--- config.mk ---
export PLATFORM = sky130hd
export DESIGN_NAME = iobus_timer_intr
export DESIGN_NICKNAME = d
export VERILOG_FILES = /design/src/rtl/iobus_timer_intr.sv
export SDC_FILE = /design/constraint.sdc
export NUM_CORES = 1
export LEC_CHECK = 0
export ABC_AREA = 1
export ABC_CLOCK_PERIOD_IN_PS = 2400
export CAP_MARGIN = 20
export CORE_ASPECT_RATIO = 2
export CORE_MARGIN = 1
export CORE_UTILIZATION = 35
export DETAILED_ROUTE_END_ITERATION = 10
export SLEW_MARGIN = 20
export SYNTH_ARGS = -nofsm -noshare
export SYNTH_HDL_FRONTEND = slang
export SYNTH_SLANG_ARGS = --single-unit
export TNS_END_PERCENT = 50
--- constraint.sdc ---
create_clock -name CLK -period 2.4 [get_ports CLK]
set_clock_uncertainty 0.05 [all_clocks]
set_input_delay 0.72 -clock CLK [delete_from_list [all_inputs] [get_ports CLK]]
set_output_delay 0.72 -clock CLK [all_outputs]
set_load 0.005 [all_outputs]
--- src/rtl/iobus_timer_intr.sv ---
`default_nettype none
//==============================================================================
// Module      : iobus_timer_intr
// Description : IOBUS-mapped programmable down-counter timer with an
//               interrupt pulse generator for the OTTER CPU.
// Revision    : 1.0 - initial release
//==============================================================================
module iobus_timer_intr #(
  parameter logic [31:0] BASE_ADDR  = 32'h1100_0100,
  parameter int unsigned PRESCALE   = 1,
  parameter int unsigned INTR_PULSE = 2
) (
  input  logic        CLK,
  input  logic        RST,
  input  logic [31:0] IOBUS_ADDR,
  input  logic [31:0] IOBUS_OUT,
  input  logic        IOBUS_WR,
  output logic [31:0] IOBUS_IN,
  output logic        INTR
);

  localparam int unsigned c_PRE_W = $clog2(PRESCALE) + 1;
  localparam int unsigned c_PLS_W = $clog2(INTR_PULSE) + 1;

  localparam logic [c_PRE_W-1:0] c_PRE_LAST = c_PRE_W'(PRESCALE - 1);
  localparam logic [c_PRE_W-1:0] c_PRE_ONE  = c_PRE_W'(1);
  localparam logic [c_PLS_W-1:0] c_PLS_LAST = c_PLS_W'(INTR_PULSE - 1);
  localparam logic [c_PLS_W-1:0] c_PLS_ONE  = c_PLS_W'(1);

  localparam logic [1:0] c_SEL_CTRL   = 2'd0;
  localparam logic [1:0] c_SEL_LOAD   = 2'd1;
  localparam logic [1:0] c_SEL_COUNT  = 2'd2;
  localparam logic [1:0] c_SEL_STATUS = 2'd3;

  typedef enum logic [0:0] {
    IDLE = 1'b0,
    RUN  = 1'b1
  } tmr_state_t;

  typedef enum logic [0:0] {
    I_IDLE   = 1'b0,
    I_ACTIVE = 1'b1
  } int_state_t;

  tmr_state_t r_tmr_state;
  tmr_state_t w_tmr_next;
  int_state_t r_int_state;
  int_state_t w_int_next;

  logic [2:0]         r_ctrl;      // [0]EN [1]AUTO_RELOAD [2]INTR_EN
  logic [31:0]        r_load;
  logic [31:0]        r_count;
  logic               r_pending;
  logic [c_PRE_W-1:0] r_presc;
  logic [c_PLS_W-1:0] r_pls;

  logic       w_in_window;
  logic [1:0] w_sel;
  logic       w_wr_ctrl;
  logic       w_wr_load;
  logic       w_wr_status;
  logic       w_run;
  logic       w_start;
  logic       w_stop;
  logic       w_tick;
  logic       w_expire;
  logic       w_int_start;
  logic       w_unused_addr;

  //--------------------------------------------------------------------------
  // Address decode: only ADDR[3:2] selects a register inside the window
  //--------------------------------------------------------------------------
  assign w_in_window   = (IOBUS_ADDR[31:4] == BASE_ADDR[31:4]);
  assign w_sel         = IOBUS_ADDR[3:2];
  assign w_unused_addr = |IOBUS_ADDR[1:0];

  assign w_wr_ctrl   = IOBUS_WR & w_in_window & (w_sel == c_SEL_CTRL);
  assign w_wr_load   = IOBUS_WR & w_in_window & (w_sel == c_SEL_LOAD);
  assign w_wr_status = IOBUS_WR & w_in_window & (w_sel == c_SEL_STATUS);

  //--------------------------------------------------------------------------
  // Timer event qualifiers; a stop write overrides a coincident tick
  //--------------------------------------------------------------------------
  assign w_run       = (r_tmr_state == RUN);
  assign w_start     = w_wr_ctrl & IOBUS_OUT[0] & ~w_run;
  assign w_stop      = w_wr_ctrl & ~IOBUS_OUT[0];
  assign w_tick      = w_run & (r_presc == c_PRE_LAST);
  assign w_expire    = w_tick & ~w_stop & (r_count == 32'd0);
  assign w_int_start = w_expire & r_ctrl[2];

  //--------------------------------------------------------------------------
  // Timer FSM
  //--------------------------------------------------------------------------
  always_ff @(posedge CLK or negedge RST) begin
    if (!RST) begin
      r_tmr_state <= IDLE;
    end else begin
      r_tmr_state <= w_tmr_next;
    end
  end

  always_comb begin
    w_tmr_next = r_tmr_state;
    case (r_tmr_state)
      IDLE: begin
        if (w_start) begin
          w_tmr_next = RUN;
        end
      end
      RUN: begin
        if (w_stop) begin
          w_tmr_next = IDLE;
        end else if (w_expire && !r_ctrl[1]) begin
          w_tmr_next = IDLE;
        end
      end
      default: w_tmr_next = IDLE;
    endcase
  end

  //--------------------------------------------------------------------------
  // Control, reload and counting datapath
  //--------------------------------------------------------------------------
  always_ff @(posedge CLK or negedge RST) begin
    if (!RST) begin
      r_ctrl    <= 3'b000;
      r_load    <= 32'd0;
      r_count   <= 32'd0;
      r_presc   <= '0;
      r_pending <= 1'b0;
    end else begin
      if (w_wr_ctrl) begin
        r_ctrl <= IOBUS_OUT[2:0];
      end
      // One-shot expiry drops EN even if the same edge rewrote CTRL
      if (w_expire && !r_ctrl[1]) begin
        r_ctrl[0] <= 1'b0;
      end

      if (w_wr_load) begin
        r_load <= IOBUS_OUT;
      end

      if (w_start) begin
        r_count <= r_load;
        r_presc <= '0;
      end else if (w_run && !w_stop) begin
        if (w_tick) begin
          r_presc <= '0;
          if (r_count != 32'd0) begin
            r_count <= r_count - 32'd1;
          end else if (r_ctrl[1]) begin
            r_count <= r_load;
          end
        end else begin
          r_presc <= r_presc + c_PRE_ONE;
        end
      end

      if (w_expire) begin
        r_pending <= 1'b1;
      end else if (w_wr_status && IOBUS_OUT[0]) begin
        r_pending <= 1'b0;
      end
    end
  end

  //--------------------------------------------------------------------------
  // Interrupt FSM: a fresh expiry restarts the pulse width count
  //--------------------------------------------------------------------------
  always_ff @(posedge CLK or negedge RST) begin
    if (!RST) begin
      r_int_state <= I_IDLE;
      r_pls       <= '0;
    end else begin
      r_int_state <= w_int_next;
      if (w_int_start) begin
        r_pls <= '0;
      end else if ((r_int_state == I_ACTIVE) && (r_pls != c_PLS_LAST)) begin
        r_pls <= r_pls + c_PLS_ONE;
      end
    end
  end

  always_comb begin
    w_int_next = r_int_state;
    case (r_int_state)
      I_IDLE: begin
        if (w_int_start) begin
          w_int_next = I_ACTIVE;
        end
      end
      I_ACTIVE: begin
        if (!w_int_start && (r_pls == c_PLS_LAST)) begin
          w_int_next = I_IDLE;
        end
      end
      default: w_int_next = I_IDLE;
    endcase
  end

  assign INTR = (r_int_state == I_ACTIVE);

  //--------------------------------------------------------------------------
  // Read mux
  //--------------------------------------------------------------------------
  always_comb begin
    IOBUS_IN = 32'd0;
    if (w_in_window) begin
      case (w_sel)
        c_SEL_CTRL:   IOBUS_IN = {29'd0, r_ctrl};
        c_SEL_LOAD:   IOBUS_IN = r_load;
        c_SEL_COUNT:  IOBUS_IN = r_count;
        c_SEL_STATUS: IOBUS_IN = {31'd0, r_pending};
        default:      IOBUS_IN = 32'd0;
      endcase
    end
  end

endmodule
`default_nettype wire

==> reports/results.txt, run 1 <==
CP max FO: 8
Final GP Congestion: 0.886
Worst-skew pair later-pin latency: 0.34 ns
Post-DP HPWL: 11500 um
Die area: 15300 um^2
Post-route clock period utilization: 111%
Via Count: 5553
Mapped Nets: 869
Vias/cell: 4.95
Yosys cell types: 30
Setup violators final: 32
Hold-fix buffers at CTS: 0
Arrival time worst endpoint: 1.90 ns
I/O Buffers: 97
Worst hold-check path type: primary input to asynchronous set/reset pin
Syn_area_per_cell: 6.47 um^2
Max_slew headroom: 56.9%
Placed standard-cell area: 6640 um^2
P per Cell Area: 389 nW/um^2
Die Span X: 88.0 um
Total GRT Usage: 23.0%
Root buf cell: clkbuf_16
Longest Clk Path Bufs: 2
Worst reg2reg path depth: 11
Grt total ovfl: 0
Maximum VDD drop: 320 uV
Crit path cell chain: clkdlybuf4s15_1 > nand2_1 > nor2_2 > nand3_2 > nor2_4 > inv_8 > buf_8 > buf_6 > a21oi_2 > buf_2
H-tree Lvls: 3
Number of global-route vias before repair: 5506
Most frequent cells in the layout: 375 x nand2_1, 73 x dfrtp_1, 66 x nor2_1
Top sig layer: met4
Worst reg2reg path startpoint: r_count[13]
Largest net degree at the start of global routing: 48
Cts bufs inserted: 9
Commonest non-fill, non-tap cell in the layout: nand2_1
Final setup TNS: -6.01 ns
Layout cells sized above 1: 22.8%
Post-Syn Area: 5170 um^2
Antenna violations before repair: 0
CTS tree: done
Worst slew pin tran: 0.647 ns
Fmax: 374 MHz
CP endpoint kind: output pin
Nets: 995
# rows: 62
First-pass GRT wire length: 26900 um
RSZ-0062 raised after global routing: yes
Max-Cap Viols: 0
Min Tclk post-route: 2.67 ns
Initial DRC Count: 246
Yosys Warn Count: 0
Max stage delay cell, worst path: nor2_4
Max-slew violations: 0
N_diodes: 0
Status: finished, violations left
Drt first pass iters: 5
Slack of the worst reg-to-reg path: 0.33 ns
Synth-to-Final Area Change: 37.9%
Crit path launch type: primary input
Final Hold Vio Count: 0
CP peak stage delay: 0.19 ns
Starting Density: 35.8%
Critical path class: primary input to output pin
Sequential share of the synthesized area: 35.3%
Count of state elements after synthesis: 73
Post-route cell area: 7130 um^2
I/O pins: 100
Met2 WL post-DR: 9180 um
Number of nets still failing antenna checks after routing: 0
RR Endpoint: r_count[14]
Wire per inst: 14.7 um
DRC violations left: 0
Worst-path clk slew: 0.06 ns
Worst setup path startpoint: IOBUS_ADDR[24]
Routed met3 length: 516 um
Post-Synthesis Cells: 799
Metal-1 WL: 6230 um
Failing checks: negative setup slack
Data required time of the worst path: 1.63 ns
DIE HEIGHT: 174 um
Worst setup endpoint: IOBUS_IN[25]
Num Clock Sinks: 73
Pleak: 3.43 nW
Worst Slack Setup Final: -0.273 ns
Core area: 14400 um^2
Final WL: 16500 um
==> area by class of cell <==
class | count | area (um^2)
Clock inverter | 3 | 42.5
Sequential cell | 73 | 1830
Multi-Input combinational cell | 636 | 3220
Timing Repair Buffer | 145 | 1340
Tap cell | 192 | 240
Inverter | 60 | 233
Fill cell | 1524 | 7300
Clock buffer | 12 | 236
==> timing repair <==
| item | in CTS | in global routing |
|---|---|---|
| setup endpoints to repair | 34 | 64 |
| cloned | 4 | 0 |
| buffers inserted | 8 | 2 |
| endpoints found under the hold margin | 0 | 0 |
| pin swaps | 26 | 10 |
| resized for setup | 268 | 30 |
==> state kept, by name, indices dropped and copies added (netlist names) <==
register,flops
INTR,1
r_count,32
r_ctrl,3
r_load,32
r_pending,1
r_pls,2
r_presc,1
r_tmr_state,1
==> per-layer routing <==
metal  vias up  track usage (%)
li1       2758                -
met3        34             3.37
met4         0             9.77
met5         -                0
met2       145             43.1
met1      2616             24.5
==> power breakdown <==
group,switching [mW],internal [mW]
registers,0.0000442,1.23
clock network,0.521,0.799
logic,0.0978,0.125
==> metrics by stage <==
step	utilization [%]	hold WS (ns)	power [mW]	instances	worst slack, ns
2_1_floorplan	-	0.374	1.29	799	0.00978
3_3_place_gp	46.0	0.420	1.46	1093	-1.04
3_5_place_dp	46.0	0.440	1.46	1093	-1.03
4_1_cts	48.7	0.386	2.79	1120	-0.278
5_1_grt	49.4	0.411	2.87	1121	-0.345
6_report	49.4	0.352	2.77	1121	-0.273
==> critical path, delay by kind of cell <==
| kind | cells | cell delay [ns] |
|---|---|---|
| simple gates | 4 | 0.46 |
| compound gates | 1 | 0.09 |
| buf+inv | 5 | 0.64 |
==> worst min-delay path by stage <==
stage / from / endpoint / depth (start not counted)
6_report: RST / r_load[12] / 1
3_5_place_dp: r_pending / r_pending / 2
3_3_place_gp: r_ctrl[1] / r_ctrl[1] / 2
5_1_grt: RST / r_load[12] / 1
4_1_cts: RST / r_load[12] / 1
2_1_floorplan: RST / INTR / 0
==> kinds of logic after synthesis <==
group | synth area share [%]
adders and majority gates | 0.726
buffers and inverters | 7.26
AOI/OAI and AO/OA | 5.32
and+or+nand+nor | 41.8
muxes | 6.31
DFF | 35.3
xor gates and xnor gates | 3.22
==> Yosys cell counts, drive strengths merged <==
master / number / share of area (%)
mux2: 29 / 6.3
o21ai: 15 / 1.5
xnor2: 12 / 2.0
ha: 3 / 0.73
and2: 2 / 0.24
clkbuf: 17 / 1.2
a31oi: 1 / 0.12
buf: 13 / 1.7
inv: 60 / 4.4
o21a: 1 / 0.15
nand4: 11 / 1.3
o21bai: 2 / 0.29
a21oi: 30 / 3.0
a41oi: 1 / 0.17
xor2: 7 / 1.2
a221oi: 1 / 0.17
nor2: 83 / 6.7
dfrtp: 73 / 35
nand3: 60 / 5.9
nand2: 377 / 28
nor3: 1 / 0.19
No activity file was read; power rests on OpenSTA's default activity.
==> run 2: changes to the inputs <==
Settings changed: SETUP_SLACK_MARGIN set to 0.1.
==> reports/results.txt, run 2 (synthesized netlist as in run 1, its figures left out) <==
Status: finished, violations left
Failing checks: negative setup slack
Hold-fix buffers at CTS: 0
Min Tclk post-route: 2.63 ns
First-pass GRT wire length: 27100 um
Core area: 14400 um^2
Final Hold Vio Count: 0
Worst-skew pair later-pin latency: 0.34 ns
H-tree Lvls: 3
Most frequent cells in the layout: 368 x nand2_1, 73 x dfrtp_1, 61 x nor2_1
Starting Density: 35.8%
RSZ-0062 raised after global routing: yes
Final GP Congestion: 0.935
Post-DP HPWL: 12200 um
DIE HEIGHT: 174 um
Die Span X: 88.0 um
Critical path class: primary input to output pin
N_diodes: 0
CTS tree: done
Wire per inst: 15.0 um
Nets: 994
Die area: 15300 um^2
Final WL: 16800 um
I/O Buffers: 97
Regs by FF count: r_count (32), r_load (32), r_ctrl (3)
Worst Slack Setup Final: -0.231 ns
Final non-filler cell total: 1121
Worst reg2reg path startpoint: r_count[0]
Fill cells: 1481
DRC violations left: 0
CP peak stage delay: 0.14 ns
Fmax: 380 MHz
Root buf cell: clkbuf_16
Data required time of the worst path: 1.63 ns
Layout cells sized above 1: 24.8%
Antenna violations before repair: 0
Total GRT Usage: 23.3%
Most Frequent Cell on Critical Path: nor2_4
Largest delay contributor family on the critical path: buffers and inverters
Largest net degree at the start of global routing: 43
Buf+Inv Stages, Crit Path: 5
I/O pins: 100
# rows: 62
Arrival time worst endpoint: 1.86 ns
Crit path cell chain: buf_6 > nor2_4 > nand2_2 > nor2_4 > nand2_2 > nor2_4 > inv_4 > buf_12 > buf_12 > a21oi_4 > buf_2
CP endpoint kind: output pin
Crit path launch type: primary input
Synth-to-Final Area Change: 40.0%
Final Util: 50.2%
Cts bufs inserted: 9
Via Count: 5576
Worst-path clk slew: 0.06 ns
Maximum VDD drop: 338 uV
Post-route clock period utilization: 110%
Pleak: 3.46 nW
Num Clock Sinks: 73
RR Endpoint: r_count[30]
Max_slew headroom: 68.8%
Worst hold-check path type: primary input to asynchronous set/reset pin
Placed Cells incl. Taps: 1091
Max stage delay cell, worst path: buf_12
Drt first pass iters: 5
Grt total ovfl: 0
Initial DRC Count: 337
Setup violators final: 32
Worst reg2reg path depth: 10
Place WS: -0.958 ns
Longest Clk Path Bufs: 2
Commonest non-fill, non-tap cell in the layout: nand2_1
Max-slew violations: 0
CP max FO: 6
Number of global-route vias before repair: 5593
Worst slew pin tran: 0.466 ns
Max-Cap Viols: 0
Number of nets still failing antenna checks after routing: 0
P per Cell Area: 430 nW/um^2
Vias/cell: 4.97
Slack of the worst reg-to-reg path: 0.28 ns
## run 2: power by group
| part | total (mW) | switching, mW | internal [mW] |
|---|---|---|---|
| registers | 1.23 | 0.0000490 | 1.23 |
| logic | 0.232 | 0.106 | 0.126 |
| clock network | 1.65 | 0.549 | 1.10 |
| total | 3.11 | 0.655 | 2.46 |
## run 2: metal layers
layer	GRT usage [%]	vias up	part of all wire (%)
met5	0	-	0
met4	9.43	0	2.6
met3	2.85	34	3.2
met2	45.6	142	58
met1	23.7	2633	36
li1	-	2767	-
## run 2: timing repair
item | CTS | global route
pin swaps | 38 | 15
setup endpoints to repair | 64 | 43
setup buffers | 9 | 3
cloned | 2 | 0
resized for setup | 270 | 34
endpoints found under the hold margin | 0 | 0
## run 2: worst max-delay path by stage
stage                         from           end  slack [ns]  cells after the start
floorplan            IOBUS_ADDR[5]  IOBUS_IN[21]        0.07                      8
global placement     IOBUS_ADDR[8]   IOBUS_IN[9]       -0.95                     11
detailed placement   IOBUS_ADDR[8]   IOBUS_IN[9]       -0.96                     11
CTS                  IOBUS_ADDR[8]  IOBUS_IN[31]       -0.25                     12
global route        IOBUS_ADDR[14]  IOBUS_IN[24]       -0.30                     11
finish               IOBUS_ADDR[4]  IOBUS_IN[31]       -0.23                     11
## run 2: area by class of cell
| class | instances | area, um^2 | area share [%] |
|---|---|---|---|
| Multi-Input combinational cell | 636 | 3270 | 45.2 |
| Sequential cell | 73 | 1830 | 25.2 |
| Timing Repair Buffer | 144 | 1310 | 18.0 |
| Clock buffer | 12 | 267 | 3.68 |
| Tap cell | 192 | 240 | 3.32 |
| Inverter | 60 | 230 | 3.18 |
| Clock inverter | 4 | 97.6 | 1.35 |
## run 2: through the flow
stage | hold slack, ns | total power, mW | TNS, ns | instance area (um^2)
2_1_floorplan | 0.374 | 1.30 | 0 | 5290
3_3_place_gp | 0.424 | 1.47 | -44.40 | 6710
6_report | 0.268 | 3.11 | -5.02 | 7240
4_1_cts | 0.290 | 3.12 | -5.83 | 7110
3_5_place_dp | 0.432 | 1.47 | -44.78 | 6710
5_1_grt | 0.303 | 3.20 | -7.50 | 7240
==> run 3: changes to the inputs <==
Settings changed: MAX_ROUTING_LAYER set to met4.
==> reports/results.txt, run 3 (synthesized netlist as in run 1, its figures left out) <==
RSZ-0062 raised after global routing: yes
H-tree Lvls: 3
# rows: 62
Critical path class: primary input to output pin
Worst Slack Setup Final: -0.273 ns
Final Hold Vio Count: 0
Layout cells sized above 1: 24.7%
Final setup TNS: -5.83 ns
Design Power: 2.98 mW
Status: finished, violations left
CP max FO: 7
Final WL: 17000 um
Final Util: 49.8%
GRT Max-Usage Layer: met2
DIE HEIGHT: 174 um
Die Span X: 88.0 um
Placed Cells incl. Taps: 1092
P per Cell Area: 415 nW/um^2
Worst hold-check path type: primary input to asynchronous set/reset pin
Synth-to-Final Area Change: 39.0%
Regs by FF count: r_count (32), r_load (32), r_ctrl (3)
Max-slew violations: 0
Most frequent cells in the layout: 370 x nand2_1, 72 x dfrtp_1, 63 x nor2_1
Post-route cell area: 7190 um^2
Worst hold margin: 0.332 ns
Failing checks: negative setup slack
Maximum VDD drop: 288 uV
Post-DP HPWL: 12100 um
Final non-filler cell total: 1120
DRC violations left: 0
Total GRT Usage: 24.6%
Fmax: 374 MHz
Max-Cap Viols: 0
Fill cells: 1519
Die area: 15300 um^2
Min Tclk post-route: 2.67 ns
Largest net degree at the start of global routing: 74
Antenna violations before repair: 0
I/O pins: 100
Drt first pass iters: 4
Cts bufs inserted: 9
Setup violators final: 32
Slack of the worst reg-to-reg path: 0.32 ns
Root buf cell: clkbuf_16
N_diodes: 0
Max_slew headroom: 69.3%
Arrival time worst endpoint: 1.90 ns
Place WS: -0.954 ns
Wire per inst: 15.2 um
CP endpoint kind: output pin
Worst-path clk slew: 0.06 ns
First-pass GRT wire length: 27800 um
I/O Buffers: 97
Data required time of the worst path: 1.63 ns
Number of nets still failing antenna checks after routing: 0
Longest Clk Path Bufs: 2
Vias/cell: 4.92
Via Count: 5505
Grt total ovfl: 0
Number of global-route vias before repair: 5671
Final GP Congestion: 0.921
Commonest non-fill, non-tap cell in the layout: nand2_1
Post-route clock period utilization: 111%
Pleak: 3.46 nW
Crit path launch type: primary input
Placed standard-cell area: 6720 um^2
Grt met1 use: 24.7%
Num Clock Sinks: 73
Initial DRC Count: 260
Worst-skew pair later-pin latency: 0.34 ns
Routing usage on met3: 2.80%
Worst slew pin tran: 0.458 ns
Hold-fix buffers at CTS: 0
Core area: 14400 um^2
Met2 usage: 45.7%
Nets: 993
CTS tree: done
Starting Density: 35.8%
==> run 3: changes by cell type in the layout (fill, tap and decap cells not counted), moves of 2 or more <==
cell / change
nand2_2: -2
buf_2: +2
nand3_1: -4
nand3_2: +4
nor2_1: +2
nor2_4: -3
nand2_1: +2
buf_6: -3
clkinv_2: +2
==> run 3: path summary, 6_finish.rpt <==
| kind | from | endpoint | cells after the start |
|---|---|---|---|
| worst max register to register | r_count[0] | r_count[30] | 10 |
| worst min-delay path | RST | r_load[3] | 2 |
| worst min register to register | r_ctrl[1] | r_ctrl[1] | 2 |
| min in group CLK | r_ctrl[1] | r_ctrl[1] | 2 |
| max in group asynchronous | RST | r_count[31] | 2 |
| worst max-delay path | IOBUS_ADDR[4] | IOBUS_IN[31] | 11 |
==> run 3: report_power, final <==
part           switching (mW)  internal (mW)  total, mW  leakage [nW]
Clock                   0.565          0.964       1.53         0.162
Sequential          0.0000483           1.23       1.23         0.858
Combinational           0.100          0.121      0.221          2.44
==> run 3: layout make-up <==
class | instances | area, um^2 | share of cell area, %
inverters | 60 | 230 | 3.20
clock inverters | 5 | 77.6 | 1.08
well taps | 192 | 240 | 3.34
flip-flops and latches | 73 | 1830 | 25.4
clock buffers | 11 | 253 | 3.52
multi-input cells | 636 | 3270 | 45.4
repair buffers | 143 | 1290 | 18.0
==> run 3: worst max-delay path: stages <==
cell and delay [ns]:
buf_6 0.09, nor2_4 0.09, nand2_1 0.05, nor2_1 0.11, nand2_1 0.09, nor2_4 0.14
inv_4 0.06, buf_12 0.15, buf_12 0.14, a21oi_4 0.12, buf_2 0.13
==> run 3: timing repair <==
item / CTS / global route
setup endpoints to repair: 64 / 42
buffers inserted: 9 / 1
gates resized for setup: 271 / 23
gates cloned: 2 / 0
pin swaps: 32 / 8
hold endpoints to repair: 0 / 0
==> run 3: routing by layer <==
layer  routed length [um]  up-vias
li1                     -     2755
met1                 6200     2574
met2                 9600      136
met3                  536       40
met4                  633        0
met5                    0        -
